`src/rtl/uart_rx.sv`:
```
// uart_rx: 8N1 UART receiver with 16x oversampling and optional even parity.
//
// Optional feature: define UART_RX_PARITY_EN to expect an even parity bit
// between the last data bit and the stop bit (frame = start+8+parity+stop).
// Without it the frame is start+8+stop and parity_err is always 0.
//
// Parameters:
//   CLK_FREQ   clk frequency in Hz
//   BAUD       serial bit rate in bit/s
// Ports:
//   clk        system clock, all state on rising edge
//   rst_n      asynchronous active-low reset
//   rx         asynchronous serial input, idle high, LSB first
//   dout       last correctly received byte, held until the next good byte
//   dout_valid one-cycle pulse when dout is updated
//   frame_err  one-cycle pulse when the stop bit is sampled low
//   parity_err one-cycle pulse on parity mismatch
//   busy       high whenever a frame is in progress (state != IDLE)
module uart_rx #(
   parameter int CLK_FREQ = 50_000_000,
   parameter int BAUD     = 115200
) (
   input  logic       clk,
   input  logic       rst_n,
   input  logic       rx,
   output logic [7:0] dout,
   output logic       dout_valid,
   output logic       frame_err,
   output logic       parity_err,
   output logic       busy
);

   localparam int DIV_RAW = CLK_FREQ / (16 * BAUD);
   localparam int DIV     = (DIV_RAW < 1) ? 1 : DIV_RAW;
   localparam int DW      = (DIV > 1) ? $clog2(DIV) : 1;

`ifdef UART_RX_PARITY_EN
   typedef enum logic [2:0] {IDLE, START, DATA, PARITY, STOP, WAIT_IDLE} state_t;
`else
   typedef enum logic [2:0] {IDLE, START, DATA, STOP, WAIT_IDLE} state_t;
`endif

   state_t        state, state_nxt;
   logic [1:0]    sync;
   logic          rx_s;
   logic [DW-1:0] div_cnt;
   logic          tick;
   logic [3:0]    os_cnt;
   logic [2:0]    bit_idx;
   logic [7:0]    shift;
   logic          mid_bit;   // 16th tick of a bit period after the start-bit centre
   logic          par_bad;
   logic          dv_nxt, fe_nxt, pe_nxt;

   // Two-flop synchronizer; resets to the idle (high) line level.
   always_ff @(posedge clk or negedge rst_n) begin
      if (!rst_n) sync <= 2'b11;
      else        sync <= {sync[0], rx};
   end
   assign rx_s = sync[1];

   assign busy = (state != IDLE);

   // Tick divider is held at 0 in IDLE so every frame starts with a fresh phase.
   assign tick = busy && (div_cnt == DW'(DIV - 1));

   always_ff @(posedge clk or negedge rst_n) begin
      if (!rst_n)                  div_cnt <= '0;
      else if (!busy || tick)      div_cnt <= '0;
      else                         div_cnt <= div_cnt + DW'(1);
   end

   assign mid_bit = tick && (os_cnt == 4'hF);

`ifdef UART_RX_PARITY_EN
   logic par_bit;
   assign par_bad = ^{shift, par_bit};
`else
   assign par_bad = 1'b0;
`endif

   always_ff @(posedge clk or negedge rst_n) begin
      if (!rst_n) state <= IDLE;
      else        state <= state_nxt;
   end

   always_comb begin
      state_nxt = state;
      dv_nxt    = 1'b0;
      fe_nxt    = 1'b0;
      pe_nxt    = 1'b0;
      case (state)
         IDLE:      if (!rx_s) state_nxt = START;
         // Re-check the line at the start-bit centre to reject glitches.
         START:     if (tick && os_cnt == 4'd7) state_nxt = rx_s ? IDLE : DATA;
`ifdef UART_RX_PARITY_EN
         DATA:      if (mid_bit && bit_idx == 3'd7) state_nxt = PARITY;
         PARITY:    if (mid_bit) state_nxt = STOP;
`else
         DATA:      if (mid_bit && bit_idx == 3'd7) state_nxt = STOP;
`endif
         STOP: begin
            if (mid_bit) begin
               if (!rx_s) begin
                  fe_nxt    = 1'b1;
                  state_nxt = WAIT_IDLE;
               end else if (par_bad) begin
                  pe_nxt    = 1'b1;
                  state_nxt = IDLE;
               end else begin
                  dv_nxt    = 1'b1;
                  state_nxt = IDLE;
               end
            end
         end
         // Line held low past the stop bit (break): wait for it to recover.
         WAIT_IDLE: if (rx_s) state_nxt = IDLE;
         default:   state_nxt = IDLE;
      endcase
   end

   always_ff @(posedge clk or negedge rst_n) begin
      if (!rst_n) begin
         os_cnt  <= '0;
         bit_idx <= '0;
         shift   <= '0;
`ifdef UART_RX_PARITY_EN
         par_bit <= 1'b0;
`endif
      end else if (!busy) begin
         os_cnt <= '0;
      end else if (tick) begin
         case (state)
            START: begin
               // Realign the oversample counter on the start-bit centre.
               if (os_cnt == 4'd7) begin
                  os_cnt  <= '0;
                  bit_idx <= '0;
               end else begin
                  os_cnt <= os_cnt + 4'd1;
               end
            end
            DATA: begin
               os_cnt <= os_cnt + 4'd1;
               if (os_cnt == 4'hF) begin
                  shift[bit_idx] <= rx_s;
                  bit_idx        <= bit_idx + 3'd1;
               end
            end
`ifdef UART_RX_PARITY_EN
            PARITY: begin
               os_cnt <= os_cnt + 4'd1;
               if (os_cnt == 4'hF) par_bit <= rx_s;
            end
`endif
            default: os_cnt <= os_cnt + 4'd1;
         endcase
      end
   end

   always_ff @(posedge clk or negedge rst_n) begin
      if (!rst_n) begin
         dout       <= 8'h00;
         dout_valid <= 1'b0;
         frame_err  <= 1'b0;
         parity_err <= 1'b0;
      end else begin
         dout_valid <= dv_nxt;
         frame_err  <= fe_nxt;
         parity_err <= pe_nxt;
         if (dv_nxt) dout <= shift;
      end
   end

endmodule

```
`config.mk`:
```
export PLATFORM = sky130hd
export DESIGN_NAME = uart_rx
export DESIGN_NICKNAME = d
export VERILOG_FILES = /design/src/rtl/uart_rx.sv
export SDC_FILE = /design/constraint.sdc
export NUM_CORES = 1
export LEC_CHECK = 0
export BUFFER_PORTS_ARGS = -buffer_cell sky130_fd_sc_hd__buf_2
export CORE_ASPECT_RATIO = 0.5
export CORE_UTILIZATION = 58
export DETAILED_ROUTE_END_ITERATION = 16
export HOLD_SLACK_MARGIN = 0.05
export PLACE_DENSITY = 0.78
export SYNTH_ARGS = -nofsm -noshare
export SYNTH_HDL_FRONTEND = slang
export SYNTH_SLANG_ARGS = --single-unit
```
`constraint.sdc`:
```
create_clock -name clk -period 2.4 [get_ports clk]
set_input_delay 0.24 -clock clk [delete_from_list [all_inputs] [get_ports clk]]
set_output_delay 0.24 -clock clk [all_outputs]
set_load 0.05 [all_outputs]
```
==> qor.txt, run 1 <==
CTS tree: done
Leakage: 0.8895 nW
Die Wd: 78.38 µm
Post-Syn Nets: 150
Fill cells: 198
relative slew slack: 49.00%
placed insts: 183
Avg Inst Size Synth: 11.91 µm²
critical path arrival: 1690 ps
worst-margin pin slew: 764.9 ps
CP Max Fanout: 12
pin count of the biggest net entering global routing: 36
R2R Setup Slk: 500 ps
vias in the first global route: 988
vias post-DR: 1,141
Post-DP HPWL: 1916 µm
xor/xnor share of the synthesized area: 1.553%
cells after synthesis: 142
CTS-repair resized insts: 0
buffer count from post-CTS setup fixing: 0
initial core utilization: 63.03%
Tcrit/Tclk final: 80.49%
Post-synth EDFFs: 0
Startpoint Class: flip-flop
MaxCap Viol Count: 0
Clock Path Buffers: 2
Synth Cell Area: 1692 µm²
status: finished clean
post-route minimum period: 1932 ps
yosys warns: 0
post-route ant nets: 0
# H-tree levels: 2
f_max: 517.7 MHz
critical path class: flip-flop to output pin
All-Layer GR Usage: 21.20%
Residual DRC: 0
Synth Area in Adders: 3.698%
routed length per instance: 14.68 µm
core area: 2684 µm²
post-route insts no fill: 193
PD cells: 575.4 nW/µm²
post-synthesis simple-gate area fraction: 20.41%
Layout Area Growth over Synthesis: 10.50%
WP data required: 2160 ps
global-route wire length before repair: 4685 µm
Pre-antenna DRT Iters: 4
Worst setup EP type: output pin
share of layout cells above drive strength 1: 17.95%
Synth cell types: 44
multi-input logic area: 737.0 µm²
mux contribution to synthesized area: 11.32%
setup repair after global routing missed its margin: false
Synth Area in Compound Gates: 6.361%
maximum VDD drop: 0.3235 mV
Final Skew: 7.903 ps
#FFs+latches synth: 35
initial drt markers: 62
clock latency on the worst-skew pair: 280 ps
height of the die: 40.19 µm
register area: 878.3 µm²
final setup violation count: 0
CTS Sinks: 35
DRT Wirelength: 2833 µm
Hold Path Class: flip-flop to flip-flop
Placer Congestion: 0.7872
Antenna diodes: 0
global route overflow: 0
Slew Limit Fails: 0
Root Buffer: clkbuf_8
Clock transition at path regs: 70 ps
fin nets: 163
Num CTS Buffers: 5
Hold Fails Final Rpt: 0
routed vias/inst: 5.912
num ports: 15
row cnt: 13
setup_tns: 0 ps
Seq/Total Area, Yosys: 51.92%
full die area: 3150 µm²
main combinational cell family by area after synthesis: simple AND/OR/NAND/NOR gates
number of antenna violations at the first check in global routing: 0
IO Port Bufs: 13
Synth Flop Type: dfrtp_1
ys async rst share: 100.0%
==> final timing paths <==
path                            depth (start not counted)                   end                  from
min in group asynchronous                               2  div_cnt[4]$_DFF_PN0_                 rst_n
worst min-delay path                                    0     sync[1]$_DFF_PN1_     sync[0]$_DFF_PN1_
worst max-delay path                                    4                  busy  state[0]$_DFFE_PN0P_
max in group asynchronous                               2   dout[0]$_DFFE_PN0P_                 rst_n
worst min register to register                          0     sync[1]$_DFF_PN1_     sync[0]$_DFF_PN1_
worst max register to register                          5  shift[5]$_DFFE_PN0P_  div_cnt[0]$_DFF_PN0_
==> registers in the layout, summed over array words and instances, names as in the netlist <==
name        count
bit_idx         3
div_cnt         5
dout            8
dout_valid      1
frame_err       1
os_cnt          4
shift           8
state           3
sync            2
==> layout by cell type (no fill, tap or decap), types with 4 or more instances in the layout <==
cell type and n:
a21oi_1 5, inv_1 4, nor2_1 8, clkbuf_8 7
mux2_1 16, dfrtp_1 33, nand3_1 7, buf_2 13
nand2_1 6, ha_1 5, nor4_1 8
==> layout make-up <==
cell class | count | share of cell area (%)
Clock buffer | 8 | 5.355
Inverter | 6 | 1.205
Multi-Input combinational cell | 92 | 39.42
Sequential cell | 35 | 46.99
Tap cell | 37 | 2.477
Timing Repair Buffer | 15 | 4.552
==> power by group <==
group,switching [W],total (W),leakage [nW],internal [W]
clock network,0.000198,0.000460,0.0515,0.000262
registers,0.00000331,0.000596,0.457,0.000593
logic,0.0000155,0.0000193,0.381,0.00000376
==> routing by layer <==
metal  up-vias  track usage [%]  wire, µm
li1        551                -         -
met1       559            27.44      1313
met2        26            34.43      1339
met3         5            6.136       148
met4         0            9.722        31
met5         -                0         0
==> through the flow <==
step                      hold slack, ps  worst slack [ps]  total power (W)  util (%)  cell area [µm²]
final                              355.9             468.3         0.001076     69.65             1869
after detailed placement           346.7             526.1        0.0006248     65.17             1749
after floorplan                   -55.59             638.2        0.0006125         -             1692
after CTS                          357.0             457.5         0.001088     69.65             1869
after global routing               362.1             371.7         0.001113     69.65             1869
after global placement             345.0             538.5        0.0006248     65.17             1749
==> cell usage after synthesis, types with 2 or more instances <==
library cell,instances,share of area (%)
nand3b_1,2,0.89
clkbuf_1,5,1.1
nor4_1,8,3.0
a21oi_1,5,1.5
inv_1,4,0.89
mux2_1,16,11
or4_1,2,0.89
inv_2,2,0.44
o21ai_1,2,0.59
dfrtp_1,33,49
nand3_1,7,2.1
nor2_1,8,1.8
xor2_1,2,1.0
nand2_1,6,1.3
buf_6,2,1.3
ha_1,5,3.7
nor4bb_1,2,1.2
a22o_1,2,1.0
or4b_1,2,1.2
dfstp_2,2,3.1
and4_1,2,1.0
==> timing repair <==
item | 4_1_cts | 5_1_grt
endpoints found under the hold margin | 23 | 0
setup endpoints to repair | 0 | 0
hold buffers | 2 | 0
==> cells by family (layout without fill, tap and decap cells) <==
| family | Yosys count | in the layout |
|---|---|---|
| AO/OA/AOI/OAI | 16 | 16 |
| multiplexers | 17 | 17 |
| XOR/XNOR | 3 | 3 |
| buffers and inverters | 15 | 29 |
| adder cells (fa/ha/maj) | 5 | 5 |
| AND/OR/NAND/NOR | 50 | 50 |
| other | 1 | 1 |
| flip-flops | 35 | 35 |
==> worst max-delay path: stages, from the launching register on <==
cell and delay [ps]:
dfrtp_1 490, or2_1 300, nor2_1 330, inv_2 60, buf_2 220
(Power assumes the default switching activity.)
==> inputs of run 2 (changes only) <==
Settings changed: ABC_AREA from default to 1.
Clock period 2.4 ns to 1.8 ns, I/O delays scaled along.
==> qor.txt, run 2 <==
Post-Syn Nets: 193 (+29%)
f_max: 613.8 MHz
Die Wd: 78.69 µm (+0.40%)
post-route ant nets: 0 (unchanged)
Leakage: 1.033 nW (+16%)
All-Layer GR Usage: 22.88% (+1.7 points)
maximum VDD drop: 0.5441 mV (+68%)
count leader, synth: nand2_1
initial drt markers: 81 (+31%)
worst-margin pin slew: 749.5 ps (-15.40 ps)
DRT Wirelength: 3021 µm (+6.6%)
row cnt: 13 (unchanged)
setup repair after global routing missed its margin: false
pin count of the biggest net entering global routing: 36 (unchanged)
final core occ: 71.33% (+1.7 points)
WP data required: 1960 ps (-200 ps)
relative slew slack: 50.03% (+1.0 points)
DP Area: 1809 µm² (+3.4%)
most common cell after layout, fill and taps aside: nand2_1
PD cells: 724.1 nW/µm² (+26%)
Post-CTS Hold Fix Bufs: 2 (unchanged)
Synth Cell Area: 1705 µm² (+0.81%)
Slew Limit Fails: 0 (unchanged)
number of antenna violations at the first check in global routing: 0 (unchanged)
Reg-to-Reg End: shift[1]$_DFFE_PN0P_
CTS-repair resized insts: 0 (unchanged)
r2r worst-path depth: 9 (+4)
critical path arrival: 1790 ps (+100 ps)
met3 Resource Use GR: 6.136% (unchanged)
CP startpoint: div_cnt[0]$_DFF_PN0_
vias post-DR: 1,254 (+9.9%)
R2R Setup Slk: 170 ps (-330 ps)
#FFs+latches synth: 35 (unchanged)
Synth Flop Type: dfrtp_1
height of the die: 40.35 µm (+0.39%)
crit path capture: shift[1]$_DFFE_PN0P_
yosys warns: 0 (unchanged)
Startpoint Class: flip-flop
most used routing layer: met2
initial core utilization: 63.54% (+0.51 points)
CP Max Fanout: 8 (-4)
Clock transition at path regs: 70 ps (about the same)
buffer count from post-CTS setup fixing: 0 (unchanged)
Root Buffer: clkbuf_8
Antenna diodes: 0 (unchanged)
CTS tree: done
Tcrit/Tclk final: 90.51%
Finished Cell Area: 1914 µm² (+2.4%)
full die area: 3175 µm² (+0.78%)
Final Skew: 3.593 ps (-4.311 ps)
Pre-antenna DRT Iters: 4 (unchanged)
setup_tns: 0 ps (unchanged)
CTS Sinks: 35 (unchanged)
ys async rst share: 100.0% (unchanged)
global route overflow: 0 (unchanged)
clock latency on the worst-skew pair: 290 ps (about the same)
most common library cells after synthesis: nand2_1 (61), dfrtp_1 (33), inv_1 (14), nand3_1 (14), nor2_1 (12)
top flop regs: dout (8), shift (8), div_cnt (5)
critical path class: flip-flop to flip-flop
Avg Inst Size Synth: 9.218 µm² (-23%)
MaxCap Viol Count: 0 (unchanged)
Clock Path Buffers: 2 (unchanged)
r2r startpoint: div_cnt[0]$_DFF_PN0_
Num CTS Buffers: 5 (unchanged)
GRT met2 Usage: 37.17% (+2.7 points)
fin nets: 214 (+31%)
final setup violation count: 0 (unchanged)
Synth area leaders: dfrtp_1 (48%), nand2_1 (13%), nand3_1 (4.1%)
highest-count cells in the layout ignoring fill and taps: nand2_1 (61), dfrtp_1 (33), inv_1 (14), nand3_1 (14), buf_2 (13)
Residual DRC: 0 (unchanged)
Post-synth EDFFs: 0 (unchanged)
vias in the first global route: 1,122 (+14%)
Worst setup EP type: flip-flop
IO Port Bufs: 13 (unchanged)
Post-DP HPWL: 2194 µm (+15%)
# H-tree levels: 2 (unchanged)
post-route minimum period: 1629 ps
Hold Fails Final Rpt: 0 (unchanged)
Layout Area Growth over Synthesis: 12.25%
share of layout cells above drive strength 1: 19.32% (+1.4 points)
Synth top area share: 48.42% (-0.39 points)
num ports: 15 (unchanged)
Seq/Total Area, Yosys: 51.50% (-0.42 points)
Fill cells: 209 (+5.6%)
routed vias/inst: 5.139 (-13%)
global-route wire length before repair: 5057 µm (+7.9%)
area leader, netlist: dfrtp_1
Synth cell types: 29 (-34%)
core area: 2684 µm² (unchanged)
Placer Congestion: 0.8446 (+7.3%)
Hold Path Class: flip-flop to flip-flop
met1 usage: 29.61% (+2.2 points)
routed length per instance: 12.38 µm (-16%)
status: finished clean
cells after synthesis: 185 (+30%)
==> run 2: final cells by class <==
class | count | area, µm² | share of cell area [%]
inverter | 17 | 63.81 | 3.333
clock buffer | 6 | 72.57 | 3.791
tap | 37 | 46.29 | 2.418
timing repair buffer | 15 | 85.08 | 4.444
sequential | 35 | 878.3 | 45.88
multi-input combinational | 132 | 755.7 | 39.48
clock inverter | 2 | 12.51 | 0.6536
==> run 2: metal layers <==
layer  routed length, µm  share of wire (%)
met1                1569                 52
met2                1302                 43
met3                  97                3.2
met4                  51                1.7
met5                   0                  0
==> run 2: worst min-delay path by stage <==
stage,start,end,slack [ps],cells past startpoint
2_1_floorplan,rst_n,bit_idx[0]$_DFFE_PN0P_,-120,0
3_3_place_gp,rst_n,dout[2]$_DFFE_PN0P_,280,1
3_5_place_dp,rst_n,dout[4]$_DFFE_PN0P_,290,1
4_1_cts,sync[0]$_DFF_PN1_,sync[1]$_DFF_PN1_,360,0
5_1_grt,sync[0]$_DFF_PN1_,sync[1]$_DFF_PN1_,370,0
6_report,sync[0]$_DFF_PN1_,sync[1]$_DFF_PN1_,360,0
==> run 2: logic make-up after synthesis <==
group / after synthesis / synth area share, %
DFF: 35 / 51.50
and+or+nand+nor: 107 / 33.24
adders and majority gates: 5 / 3.668
buffers and inverters: 18 / 4.182
other: 1 / 0.2199
xor gates and xnor gates: 5 / 2.568
AOI/OAI and AO/OA: 14 / 4.622
==> run 2: critical path: stages (launching register included) <==
cell and delay, ps:
dfrtp_1 410, inv_1 80, ha_1 150, nand2_1 130, nor2_8 210, nand2_4 100
nor2_8 160, nand3_1 110, nand2_1 90, o21ai_1 60
==> run 2: power by group <==
part	switching (W)	internal, W
clock	0.000292	0.000270
combinational	0.0000240	0.00000569
sequential	0.00000351	0.000790
==> run 2: per-stage QoR <==
stage / total power (W) / setup WS (ps) / hold slack, ps / instances
after floorplan: 0.0008181 / 366.0 / -115.6 / 185
after global placement: 0.0008354 / 264.9 / 282.6 / 234
after detailed placement: 0.0008366 / 192.1 / 290.8 / 234
after CTS: 0.001396 / 159.7 / 363.9 / 244
after global routing: 0.001426 / 43.58 / 366.0 / 244
final: 0.001386 / 170.9 / 364.6 / 244
